File: config.mk
export PLATFORM = sky130hd
export DESIGN_NAME = asym_fifo_ctrl
export DESIGN_NICKNAME = d
export VERILOG_FILES = /design/src/rtl/asym_fifo_pkg.sv /design/src/rtl/asym_fifo_ctrl_ram.sv /design/src/rtl/asym_fifo_ctrl.sv
export SDC_FILE = /design/constraint.sdc
export NUM_CORES = 1
export LEC_CHECK = 0
export CAP_MARGIN = 20
export CORE_MARGIN = 10
export CORE_UTILIZATION = 50
export CTS_BUF_LIST = sky130_fd_sc_hd__clkbuf_4
export CTS_CLUSTER_SIZE = 16
export DETAILED_ROUTE_END_ITERATION = 8
export PLACE_DENSITY_LB_ADDON = 0.12
export SYNTH_ARGS = -nofsm -noshare
export SYNTH_HDL_FRONTEND = slang
export SYNTH_SLANG_ARGS = --single-unit
File: constraint.sdc
create_clock -name clk -period 3.6 [get_ports clk]
set_input_delay 0.36 -clock clk [delete_from_list [all_inputs] [get_ports clk]]
set_output_delay 0.36 -clock clk [all_outputs]
set_load 0.005 [all_outputs]
File: src/rtl/asym_fifo_pkg.sv
// Shared defaults and width helpers for the asymmetric FIFO controller.
// Latency and backpressure are properties of asym_fifo_ctrl, not of this package.
package asym_fifo_pkg;

    localparam int DEF_W_DATA_W = 32;
    localparam int DEF_R_DATA_W = 8;
    localparam int DEF_ADDR_W   = 6;

    function automatic int bytesOf(input int widthBits);
        return widthBits / 8;
    endfunction

    function automatic int capOf(input int addrW);
        return 1 << addrW;
    endfunction

    // Occupancy needs one bit beyond the address so that "full" is representable.
    function automatic int levelW(input int addrW);
        return addrW + 1;
    endfunction

    function automatic bit isPow2Mult8(input int widthBits);
        int nBytes;
        nBytes = widthBits / 8;
        return (widthBits >= 8) && ((widthBits % 8) == 0) && ((nBytes & (nBytes - 1)) == 0);
    endfunction

endpackage

File: src/rtl/asym_fifo_ctrl_ram.sv
// Byte-addressed dual-port RAM with independent port widths; each port accesses
// consecutive bytes from its address, little-endian. Latency 1 cycle; no backpressure.
module my_dp_asym_ram #(
    parameter int A_DATA_W = 32,
    parameter int B_DATA_W = 8,
    parameter int ADDR_W   = 6
) (
    input  logic                clk,
    input  logic                enA,
    input  logic                weA,
    input  logic [ADDR_W-1:0]   addrA,
    input  logic [A_DATA_W-1:0] dinA,
    output logic [A_DATA_W-1:0] doutA,
    input  logic                enB,
    input  logic                weB,
    input  logic [ADDR_W-1:0]   addrB,
    input  logic [B_DATA_W-1:0] dinB,
    output logic [B_DATA_W-1:0] doutB
);

    localparam int A_BYTES = A_DATA_W / 8;
    localparam int B_BYTES = B_DATA_W / 8;
    localparam int DEPTH   = 1 << ADDR_W;

    logic [7:0] mem [DEPTH];

    // Byte lanes wrap modulo DEPTH; reads return the pre-write contents.
    always_ff @(posedge clk) begin
        if (enA) begin
            if (weA) begin
                for (int i = 0; i < A_BYTES; i++) begin
                    mem[addrA + ADDR_W'(i)] <= dinA[8*i +: 8];
                end
            end else begin
                for (int i = 0; i < A_BYTES; i++) begin
                    doutA[8*i +: 8] <= mem[addrA + ADDR_W'(i)];
                end
            end
        end
        if (enB) begin
            if (weB) begin
                for (int i = 0; i < B_BYTES; i++) begin
                    mem[addrB + ADDR_W'(i)] <= dinB[8*i +: 8];
                end
            end else begin
                for (int i = 0; i < B_BYTES; i++) begin
                    doutB[8*i +: 8] <= mem[addrB + ADDR_W'(i)];
                end
            end
        end
    end

endmodule

File: src/rtl/asym_fifo_ctrl.sv
// Width-converting FIFO: W_DATA_W writes on RAM port A, R_DATA_W reads on port B.
// Read latency 1 cycle; w_ready/r_ready come straight from level, rejected requests set ovf/unf.
module asym_fifo_ctrl
    import asym_fifo_pkg::*;
#(
    parameter int W_DATA_W = DEF_W_DATA_W,
    parameter int R_DATA_W = DEF_R_DATA_W,
    parameter int ADDR_W   = DEF_ADDR_W
) (
    input  logic                clk,
    input  logic                rst_n,
    input  logic                flush,
    input  logic                w_valid,
    output logic                w_ready,
    input  logic [W_DATA_W-1:0] w_data,
    input  logic                r_req,
    output logic                r_ready,
    output logic                r_valid,
    output logic [R_DATA_W-1:0] r_data,
    output logic [ADDR_W:0]     level,
    output logic                ovf,
    output logic                unf
);

    localparam int W_BYTES = bytesOf(W_DATA_W);
    localparam int R_BYTES = bytesOf(R_DATA_W);
    localparam int CAP     = capOf(ADDR_W);
    localparam int LVL_W   = levelW(ADDR_W);

    localparam logic [LVL_W-1:0]  W_STEP     = LVL_W'(W_BYTES);
    localparam logic [LVL_W-1:0]  R_STEP     = LVL_W'(R_BYTES);
    localparam logic [LVL_W-1:0]  W_ROOM     = LVL_W'(CAP - W_BYTES);
    localparam logic [ADDR_W-1:0] W_PTR_STEP = ADDR_W'(W_BYTES);
    localparam logic [ADDR_W-1:0] R_PTR_STEP = ADDR_W'(R_BYTES);

    if (!isPow2Mult8(W_DATA_W) || !isPow2Mult8(R_DATA_W)) begin : genBadWidth
        $error("asym_fifo_ctrl: W_DATA_W=%0d / R_DATA_W=%0d must be power-of-2 multiples of 8",
               W_DATA_W, R_DATA_W);
    end
    if (CAP < W_BYTES || CAP < R_BYTES) begin : genBadCap
        $error("asym_fifo_ctrl: capacity %0d bytes smaller than one word", CAP);
    end

    logic [ADDR_W-1:0]   wPtr;
    logic [ADDR_W-1:0]   rPtr;
    logic [LVL_W-1:0]    levelNext;
    logic                wFire;
    logic                rFire;
    logic [W_DATA_W-1:0] unusedDoutA;

    assign w_ready = (level <= W_ROOM);
    assign r_ready = (level >= R_STEP);
    assign wFire   = w_valid & w_ready;
    assign rFire   = r_req & r_ready;

    always_comb begin
        levelNext = level;
        if (wFire) levelNext = levelNext + W_STEP;
        if (rFire) levelNext = levelNext - R_STEP;
    end

    // Flush wins over any fire in the same cycle, so it must also gate the RAM enables.
    always_ff @(posedge clk or negedge rst_n) begin
        if (!rst_n) begin
            wPtr    <= '0;
            rPtr    <= '0;
            level   <= '0;
            r_valid <= 1'b0;
            ovf     <= 1'b0;
            unf     <= 1'b0;
        end else if (flush) begin
            wPtr    <= '0;
            rPtr    <= '0;
            level   <= '0;
            r_valid <= 1'b0;
            ovf     <= 1'b0;
            unf     <= 1'b0;
        end else begin
            if (wFire) wPtr <= wPtr + W_PTR_STEP;
            if (rFire) rPtr <= rPtr + R_PTR_STEP;
            level   <= levelNext;
            r_valid <= rFire;
            if (w_valid && !w_ready) ovf <= 1'b1;
            if (r_req && !r_ready)   unf <= 1'b1;
        end
    end

    my_dp_asym_ram #(
        .A_DATA_W(W_DATA_W),
        .B_DATA_W(R_DATA_W),
        .ADDR_W  (ADDR_W)
    ) uRam (
        .clk  (clk),
        .enA  (wFire & ~flush),
        .weA  (1'b1),
        .addrA(wPtr),
        .dinA (w_data),
        .doutA(unusedDoutA),
        .enB  (rFire & ~flush),
        .weB  (1'b0),
        .addrB(rPtr),
        .dinB ('0),
        .doutB(r_data)
    );

endmodule
======== After elaboration in Yosys (flattened, before gate mapping) ========
Memories as Yosys holds them, arrays and structs flattened. A register that Yosys moved wholly into a read port is not among the register bits.
Cells that the tools add are included.
storage, ports and cells
  word-level logic and storage cells ...... 43
  output and inout bits ................... 20
  input port bits ......................... 37
  RAM bits ................................ 512
  register bits ........................... 22
  memories kept ........................... 1
operators by class
  $add $sub $neg .......................... 7
  order comparisons ....................... 2
  reduce and logical (&&, ||, !) cells .... 8
  mux-type cells .......................... 14
  bitwise logic cells ..................... 5
memory list
  name      depth  width  read ports  clocked after memory_dff  wr ports  line                      text
  uRam.mem  64     8      1           1                         4         asym_fifo_ctrl_ram.sv:25  logic [7:0] mem [DEPTH];
operator list
  operator                                                            number
  2-to-1 mux 6 bit                                                    4
  2-to-1 mux 7 bit                                                    3
  adder 6 x 1 -> 6 bit (second input constant)                        2
  adder 6 x 2 -> 6 bit (second input constant)                        2
  nonzero test 2 bit                                                  4
  adder 7 x 3 -> 7 bit (second input constant)                        1
  greater-or-equal comparator 7 x 1 -> 1 bit (second input constant)  1
  less-or-equal comparator 7 x 6 -> 1 bit (second input constant)     1
  2-to-1 mux 1 bit                                                    7
  subtractor 7 x 1 -> 7 bit (second input constant)                   1
  adder 6 x 3 -> 6 bit (second input constant)                        1
  AND 1 bit                                                           4
  logical AND 1 bit                                                   2
  zero test 1 bit                                                     2
  inverter 1 bit                                                      1

======== Depth between registers and ports, before layout ========
Gate-level depths: netlist of the first run.
  word-level depth ........................ 6
  gate-level depth with buffers ........... 10
  gate-level depth less buffers ........... 8

======== By module ========
Synthesis of the first run repeated with hierarchy kept, for this count alone.
unflattened totals
  cells, all modules ...................... 6776
  area total of the unflattened synthesis .. 63638.5 µm²
modules (own cells, without submodules)
  module          area an instance (µm²)  seq. area each (µm²)  times used  cells each
  my_dp_asym_ram  62444.9                 16575.9               1           6647
  asym_fifo_ctrl  1193.6                  500.5                 1           129

======== Worst setup path after synthesis of the first run ========
Ideal clock, no wire load.
  path kind ............................... register to register
  from .................................... register level[0]
  to ...................................... memory uRam.mem[10][0] (data pin)
  library setup time ...................... 0.260 ns
  stages on the path, launching flop included .. 10
  buffers on the path ..................... 1
  arrival ................................. 2.117 ns
  required time ........................... 3.340 ns
  clock period less this slack ............ 2.377 ns
  slack ................................... 1.223 ns
  path through ............................ dfrtp_1 -> inv_1 -> ha_1 -> nand2_1 -> a31o_2 -> nor4_4 -> nand2_1 -> inv_2 -> buf_6 -> mux2_2
RTL lines
  item                    line                      text
  start, declared         asym_fifo_ctrl.sv:20      output logic [ADDR_W:0] level,
  start signal, assigned  asym_fifo_ctrl.sv:81      level <= levelNext;
  end, declared           asym_fifo_ctrl_ram.sv:25

======== Worst setup path after layout of the first run ========
  from .................................... register level[2]
  to ...................................... output port r_ready
on the way
  cells in the longest elaborated chain, start to end .. 1
RTL lines
  item                                        line                  text
  greater-or-equal comparator 7 x 1 -> 1 bit  asym_fifo_ctrl.sv:52  assign r_ready = (level >= R_STEP);
  end, declared                               asym_fifo_ctrl.sv:17  output logic r_ready,
No other way between the ends.

==> results of run 1 <==
## cells by family (layout without fill, tap and decap cells)
group	after synthesis	count (layout)	share of synthesized area, %
simple gates	806	806	12.4
buf+inv	353	457	5.92
flops	540	540	62.3
compound gates	74	74	2.06
mux	249	249	16.5
other cells	0	5	0
xor+xnor	14	14	0.474
fa+ha+maj	7	7	0.338
## what timing repair did
item | 4_1_cts | 5_1_grt
hold buffers | 3 | 0
buffers inserted | 0 | 0
endpoints found under the hold margin | 30 | 0
gates resized for setup | 0 | 0
## routing by layer
layer / part of all wire, % / vias up
met4: 3.2 / 0
li1: - / 7265
met5: 0 / -
met1: 39 / 8464
met3: 9.7 / 129
met2: 48 / 894
## worst max-delay path by stage
stage | startpoint | end | slack (ns) | cells past startpoint
after global placement | level[2] | uRam.mem[42][2] | 0.50 | 7
after global routing | level[2] | r_ready | 0.05 | 6
after CTS | level[2] | r_ready | 0.17 | 6
final | level[2] | r_ready | 0.27 | 6
after floorplan | level[0] | uRam.mem[10][0] | 1.22 | 9
after detailed placement | level[2] | uRam.mem[11][0] | 0.41 | 7
## flip-flops by register name, indices dropped and copies added, names as in the netlist
signal,cells
level,7
ovf,1
rPtr,6
r_valid,1
uRam.doutB,8
uRam.mem,512
unf,1
wPtr,4
## power groups by stage
stage / logic, W / registers (W) / clock network, W
2_1_floorplan: 0.00265 / 0.00732 / 0
3_3_place_gp: 0.00356 / 0.00759 / 0
3_5_place_dp: 0.00358 / 0.00759 / 0
4_1_cts: 0.00359 / 0.00746 / 0.00546
5_1_grt: 0.00380 / 0.00748 / 0.00582
6_report: 0.00357 / 0.00746 / 0.00537
## synth_stat cells (2+ instances only)
cell         n  area share (%)
mux2_2     102             4.4
nand2_1    708              10
or4_1        2           0.058
xnor2_1      7            0.24
nand3b_1     3           0.087
nor2_1      27            0.39
o2111ai_1    3            0.10
buf_2       36            0.70
buf_6       12            0.52
and3_1       2           0.048
or3b_2       2           0.068
nand4b_1     2           0.068
a211oi_1     7            0.20
a21oi_1     11            0.21
nor4_1       4           0.097
o22ai_1     13            0.31
o21ai_1      3           0.058
o21ai_0      8            0.15
nor2b_1     13            0.31
o22a_1       3            0.10
o31a_1       2           0.068
nand3_1      6            0.12
clkinv_1     3           0.044
xor2_1       7            0.24
nand2b_1     8            0.19
dfrtp_1     20             1.9
mux2i_1     15            0.58
a2111oi_0    3            0.10
ha_1         7            0.34
nor3_1      16            0.31
o221ai_1    10            0.34
inv_2       15            0.22
edfxtp_1   520              60
inv_1       56            0.81
mux4_2     132              11
buf_1       12            0.17
a311oi_1     2           0.068
buf_4       15            0.44
nand4_1      8            0.19
clkbuf_1   203             2.9
## final cells by class
class                   instances  area [um2]
fillers                      4299       22900
flip-flops and latches        540       16100
multi-input cells            1150        8230
clock buffers                 218        1640
repair buffers                134        1160
well taps                     680         851
inverters                      74         278
clock inverters                31         151
diodes                          5        12.5
## critical path: cells and delay by family, from the launching register on
kind,cells,cell delay [ns]
compound gates,1,0.29
flops,1,0.56
simple gates,1,0.24
fa+ha+maj,1,0.22
buf+inv,3,0.71
## per-stage QoR
stage          util [%]  setup slack, ns  cells  power, W
6_report           55.5            0.267   2832    0.0164
5_1_grt            55.4           0.0456   2830    0.0171
4_1_cts            55.4            0.173   2827    0.0165
3_5_place_dp       51.9            0.414   2575    0.0112
3_3_place_gp       51.9            0.497   2575    0.0111
2_1_floorplan         -             1.22   2043   0.00996
==> impl_results.md, run 1 <==
- Outcome: finished, final reports clean
- Psw: between 0.004 and 0.005 W
- DR iter-0 viols: 1569
- Bufs on Longest Clock Path: 3
- GRT busiest layer: met2
- Met3 usage: 6.64%
- Detail Route Antenna Nets: 0
- I/O Pins: 57
- Htree depth: 4
- Final setup violation count: 0
- Commonest non-fill, non-tap cell in the layout: nand2_1
- Fmax: 300 MHz
- Synth-to-Final Area Change: 9.94%
- Critical Path Most Common Cell: inv_1
- CP Class: register to primary output
- Worst EP required: 3.24 ns
- Critical Path Fanout Max: 11
- Clock sink count: 540
- Setup TNS: 0 ns
- Post-layout min period: roughly 3.3 ns
- Synth Area per Inst: 12.7 um2
- CP startpoint kind: register
- Net Count, Synth: 2087
- Worst r2r path cells: 7
- Endpoint, Worst Hold: ovf
- Post-synth EDFFs: 520
- Finished layout cell area: 28400 um2
- Register area share after synthesis: 62.3%
- First-pass GRT wire length: 114000 um
- RSZ-0062 raised after global routing: false
- Vias per std cell: 5.92
- Area after DPL: 26600 um2
- Final #Nets: around 2100
- Vias in the first global route: 16566
- Leakage Power: 10.4 nW
- Slew headroom: 17.9%
- Cells along the critical path: inv_1 > ha_1 > a211o_1 > nor3_1 > inv_1 > clkdlybuf4s50_1
- Hpwl dp: 49200 um
- Combinational Power Share: ~22%
- Pins Over Slew Limit: 0
- Aggregate global routing overflow: 0
- Placer congestion estimate: slightly below 0.9
- Via count: 16752
- Netlist cell types: 55
- Avg WL per Cell: 27.7 um
- Worst path max stage delay: 0.56 ns
- DRT Wirelength: 78400 um
- Hold Fails Final Rpt: 0
- Die area: 61300 um2
- Synthesis-stage register bit count: 540
- Largest net degree at the start of global routing: 52
- Asr flop ratio synth: about 3.7%
- Flop pwr share: 45.5%
- Met2 GRT Util: 40.9%
- R2R Path End: uRam.mem[42][7]
- Clk slew on worst S/H paths: around 0.06 ns
- Clk root buf: clkbuf_4
- Maximum VDD drop: between 0.0003 and 0.0004 V
- Row cnt: 83
- Power per cell area: 576 nW/um2
- IO Port Bufs: 56
- Min-delay src: w_valid
- Setup Skew: 0.0441 ns
- R2r startpoint: level[2]
- Tcrit/Tclk final: 92.6%
- Hold WC Path Type: input port to register
- Mapped Area: 25900 um2
- Cts bufs inserted: 143
- P_int: around 0.012 W
- Hold slack: 0.132 ns
- CP Data Arrival Time: approximately 3.0 ns
- Yosys warns: 0
- Crit end category: primary output
- Max-Cap Viols: 0
- Initial Util: between 50% and 60%
- Core area: 51300 um2
- Layout cells sized above 1: 26.4%
- Sw Ratio: 28.9%
- Die Height: around 250 um
- Worst-margin pin slew: 1.23 ns
- GRT Total Usage: 26.1%
- R2R Setup Slk: 0.34 ns
- Skew-Pair Late Insertion Delay: 1.00 ns
- Met1 usage: 34.3%
- Clk pwr share: 32.8%
- Initial antenna violation count: 3
- Die width: 247 um
- Most frequent cells in the layout: 708 x nand2_1, 520 x edfxtp_1, 218 x clkbuf_4, 132 x mux4_2, 102 x mux2_2
- Worst hold stages: 3
- Critical path's slowest cell: dfrtp_1
- Cells after Synth: between 2000 and 2500
- Initial DRT Pass Iterations: 5
- DR DRC count: 0
- CTS tree: built
- Most used DFF post-synth: edfxtp_1
Note: power is estimated with default switching activity, not from simulation.
==> inputs of run 2 (changes only) <==
--- a/config.mk
+++ b/config.mk
@@ -6,8 +6,10 @@
 export NUM_CORES = 1
 export LEC_CHECK = 0
 export CAP_MARGIN = 20
+export CELL_PAD_IN_SITES_DETAIL_PLACEMENT = 2
+export CELL_PAD_IN_SITES_GLOBAL_PLACEMENT = 2
 export CORE_MARGIN = 10
-export CORE_UTILIZATION = 50
+export CORE_UTILIZATION = 49
 export CTS_BUF_LIST = sky130_fd_sc_hd__clkbuf_4
 export CTS_CLUSTER_SIZE = 16
 export DETAILED_ROUTE_END_ITERATION = 8
==> impl_results.md, run 2 (same netlist as run 1, synthesis figures left out) <==
- Hpwl dp: 62900 um
- Area after DPL: approximately 27000 um2
- Commonest non-fill, non-tap cell in the layout: nand2_1
- CP Class: register to primary output
- Hold Fails Final Rpt: 0
- Row cnt: 84
- Final setup violation count: 0
- Slew headroom: approximately 15%
- Pins Over Slew Limit: 0
- Largest register FFs: between 500 and 600
- Finished layout cell area: ~29000 um2
- Post-CTS setup repair buffer count: 0
- Largest regs: uRam.mem x512, uRam.doutB x8, level x7
- Bufs on Longest Clock Path: 3
- Die Height: 250 um
- Leakage Power: 10.6 nW
- IO Port Bufs: 56
- DR DRC count: 0
- Maximum VDD drop: 0.000347 V
- R2r startpoint: level[3]
- CP Launch Point: level[3]
- Worst-margin pin slew: 1.28 ns
- Initial DRT Pass Iterations: 6
- Post-layout min period: 3.39 ns
- RSZ-0062 raised after global routing: false
- GRT Total Usage: 32.5%
- Clk slew on worst S/H paths: 0.08 ns
- DRT Wirelength: 103000 um
- Detail Route Antenna Nets: 0
- Core area: 52400 um2
- Max-Cap Viols: 0
- Min-delay src: w_data[1]
- Largest register by flop count: uRam.mem
- CP Data Arrival Time: 3.03 ns
- Most frequent cells in the layout: 708 x nand2_1, 520 x edfxtp_1, 224 x clkbuf_4, 132 x mux4_2, 102 x mux2_2
- Fin util: 54.6%
- Placed cell count: 2587
- Critical Path Fanout Max: 8
- Crit end category: primary output
- Aggregate global routing overflow: 0
- Hold WC Path Type: input port to register
- Final #Nets: 2100
- Placer congestion estimate: 0.838
- Setup Skew: 0.0591 ns
- I/O Pins: 57
- Synth-to-Final Area Change: 10.6%
- Die area: 62400 um2
- Avg WL per Cell: 36.1 um
- Layout cells sized above 1: 27.2%
- Clk root buf: clkbuf_4
- Setup TNS: 0 ns
- Outcome: finished, final reports clean
- Initial Util: about half
- Cts bufs inserted: 149
- CTS tree: built
- Clock sink count: 540
- Tcrit/Tclk final: between 90% and 100%
- First-pass GRT wire length: 146000 um
- DR iter-0 viols: 2522
- Via count: 18294
- Initial antenna violation count: 6
- Hold slack: 0.0915 ns
- Vias in the first global route: 19918
- CP startpoint kind: register
- Finished Layout Cells: 2860
- Largest net degree at the start of global routing: 45
- Die width: 250 um
- Worst EP required: 3.24 ns
- Htree depth: 4
- Power per cell area: 600 nW/um2
- Vias per std cell: about 6.4
- Fmax: 295 MHz
- Skew-Pair Late Insertion Delay: 1.06 ns
-- run 2: stage by stage --
step | setup WS (ns) | total power, W
6_report | 0.215 | 0.0172
5_1_grt | 0.00579 | 0.0177
4_1_cts | 0.0414 | 0.0172
3_5_place_dp | 0.275 | 0.0113
3_3_place_gp | 0.361 | 0.0112
2_1_floorplan | 1.22 | 0.00996
-- run 2: where the power goes --
| part | switching (W) | total, W | internal [W] |
|---|---|---|---|
| combinational | 0.00205 | 0.00379 | 0.00174 |
| clock | 0.00295 | 0.00586 | 0.00290 |
| sequential | 0.000416 | 0.00753 | 0.00711 |
| total | 0.00542 | 0.0172 | 0.0118 |
-- run 2: layer usage --
layer | track usage [%] | wire length, um
met5 | 0 | 0
met4 | 16.7 | 4460
met3 | 8.35 | 9610
met2 | 53.1 | 51200
met1 | 39.1 | 38000
-- run 2: final timing paths --
kind | cells past startpoint | slack, ns | end
min reg2reg | 2 | 0.51 | unf
max | 4 | 0.21 | r_ready
min in group asynchronous | 2 | 0.44 | rPtr[3]
min | 1 | 0.09 | uRam.mem[60][1]
max reg2reg | 7 | 0.23 | uRam.mem[42][4]
max in group asynchronous | 2 | 2.41 | rPtr[1]
-- run 2: layout make-up --
class                      instances  area (um2)
antenna                            6        15.0
clock buffer                     224        1680
clock inverter                    37         166
fill                            4881       23800
inverter                          74         278
multi-input combinational       1150        8230
sequential                       540       16100
tap                              688         861
timing repair buffer             141        1270
-- run 2: critical path, stage by stage, from the launching register on --
cell	delay (ns)
dfrtp_1	0.48
or4_1	0.61
nor3_1	0.33
inv_1	0.12
clkdlybuf4s50_1	0.47
-- run 2: repair_timing --
item                                    4_1_cts  5_1_grt
endpoints found under the setup margin        0        2
hold endpoints to repair                     32       10
resized for setup                             0        1
hold buffers                                  2        1
==> inputs of run 3 (changes only) <==
--- a/config.mk
+++ b/config.mk
@@ -9,8 +9,8 @@
 export CELL_PAD_IN_SITES_DETAIL_PLACEMENT = 2
 export CELL_PAD_IN_SITES_GLOBAL_PLACEMENT = 2
 export CORE_MARGIN = 10
-export CORE_UTILIZATION = 49
-export CTS_BUF_LIST = sky130_fd_sc_hd__clkbuf_4
+export CORE_UTILIZATION = 48
+export CTS_BUF_LIST = sky130_fd_sc_hd__clkbuf_16
 export CTS_CLUSTER_SIZE = 16
 export DETAILED_ROUTE_END_ITERATION = 8
 export PLACE_DENSITY_LB_ADDON = 0.12
==> impl_results.md, run 3 (same netlist as run 1, synthesis figures left out) <==
- Layout cells sized above 1: 21.6%
- Setup TNS: 0 ns
- Crit path to: uRam.mem[21][5]
- Placer congestion estimate: 0.849
- Outcome: finished, final reports clean
- Skew-Pair Late Insertion Delay: 0.65 ns
- Cts bufs inserted: between 50 and 60
- Setup slack after layout: 0.248 ns
- Fmax: approximately 300 MHz
- Most frequent cells in the layout: 708 x nand2_1, 520 x edfxtp_1, 132 x mux4_2, 102 x mux2_2, 78 x buf_4
- Fillers: 4996
- Largest register by flop count: uRam.mem
- Worst EP required: 4.10 ns
- First-pass GRT wire length: 138000 um
- Bufs on Longest Clock Path: 3
- Row cnt: 85
- Worst path max stage delay: about 0.59 ns
- I/O Pins: 57
- DR iter-0 viols: 2007
- DRT Wirelength: 95800 um
- Largest net degree at the start of global routing: 56
- Aggregate global routing overflow: 0
- Initial DRT Pass Iterations: 5
- Core area: 53600 um2
- Maximum VDD drop: ~0.00044 V
- Synth-to-Final Area Change: 10.8%
- R2r startpoint: level[2]
- RSZ-0062 raised after global routing: false
- Die width: 252 um
- Clk slew on worst S/H paths: ~0.060 ns
- Critical path's slowest cell: dfrtp_1
- Htree depth: 2
- Worst r2r path cells: 9
- Final #Nets: 2016
- R2R Setup Slk: about 0.25 ns
- Worst path bufs/invs: 3
- CP Launch Point: level[2]
- Power per cell area: 600 nW/um2
- Hold WC Path Type: input port to register
- Worst-margin pin slew: 1.22 ns
- Critical Path Most Common Cell: nand2_1
- Max-Cap Viols: 0
- GRT Total Usage: a little under a third
- Crit end category: register
- R2R Path End: uRam.mem[21][5]
- Setup Skew: 0.0261 ns
- Initial antenna violation count: 7
- Post-layout min period: 3.35 ns
- Commonest non-fill, non-tap cell in the layout: nand2_1
- CP Data Arrival Time: 3.85 ns
- Initial Util: 48.3%
- Finished Layout Cells: 2718
- Clk root buf: clkbuf_16
- Hold Fails Final Rpt: 0
- Ant. Diodes: 0
- IO Port Bufs: 56
- Slew headroom: a little under a fifth
- Post-CTS setup repair buffer count: 0
- Clock sink count: 540
- Final setup violation count: 0
- Leakage Power: about 10 nW
- Pins Over Slew Limit: 0
- Tcrit/Tclk final: 93.1%
- DR DRC count: 0
- CP Class: register to register
- CP delay by family, top: buffers and inverters
- Critical Path Fanout Max: 32
- Vias per std cell: 6.35
- Die area: 63600 um2
- Min-delay src: w_data[0]
- CTS tree: built
- Largest register FFs: 512
- Avg WL per Cell: between 30 and 40 um
- Placed cell count: 2602
- Dpl ws: 0.361 ns
- Via count: roughly 17000
- Detail Route Antenna Nets: 0
- CP startpoint kind: register
- Cells along the critical path: ha_1 > nand2_1 > a31oi_1 > buf_4 > nand4_1 > buf_4 > inv_2 > nand2_1 > nand2_1
- Stages on the worst setup path: 9
- Die Height: around 250 um
- Vias in the first global route: 18642
- Largest regs: uRam.mem x512, uRam.doutB x8, level x7
- Hpwl dp: 62400 um
==> run 3: what timing repair did <==
item / CTS / global route
hold buffers: 0 / 1
endpoints found under the hold margin: 0 / 2
resized for setup: 0 / 0
==> run 3: per-layer routing <==
layer / global-route usage (%) / routed length [um] / part of all wire (%)
met5: 0 / 0 / 0
met2: 49.0 / 45900 / 48
met4: 14.4 / 4530 / 4.7
met1: 38.7 / 36500 / 38
met3: 6.52 / 8890 / 9.3
==> run 3: worst min-delay path by stage <==
stage / depth (start not counted) / endpoint
after detailed placement: 2 / unf
after floorplan: 0 / level[0]
after CTS: 1 / uRam.mem[16][3]
after global placement: 2 / unf
after global routing: 1 / uRam.mem[28][0]
final: 1 / uRam.mem[28][0]
==> run 3: final cells by class <==
| cell class | instances | area [um2] | share of cell area, % |
|---|---|---|---|
| Timing Repair Buffer | 147 | 1360 | 4.73 |
| Inverter | 74 | 278 | 0.969 |
| Clock inverter | 51 | 309 | 1.08 |
| Multi-Input combinational cell | 1150 | 8230 | 28.7 |
| Clock buffer | 60 | 1500 | 5.24 |
| Sequential cell | 540 | 16100 | 56.2 |
| Tap cell | 696 | 871 | 3.04 |
==> run 3: power breakdown <==
group	internal (W)	total [W]	switching [W]
sequential	0.00712	0.00749	0.000375
clock	0.00321	0.00585	0.00264
combinational	0.00178	0.00385	0.00207
total	0.0121	0.0172	0.00509
==> run 3: through the flow <==
stage                     cell area, um2  power, W  utilization [%]  hold slack (ns)
after detailed placement           26800    0.0114             49.9            0.499
after floorplan                    25900   0.00996                -           0.0644
after global placement             26700    0.0112             49.9            0.480
final                              28700    0.0172             53.5            0.179
after global routing               28700    0.0177             53.5            0.166
after CTS                          28600    0.0172             53.3            0.183
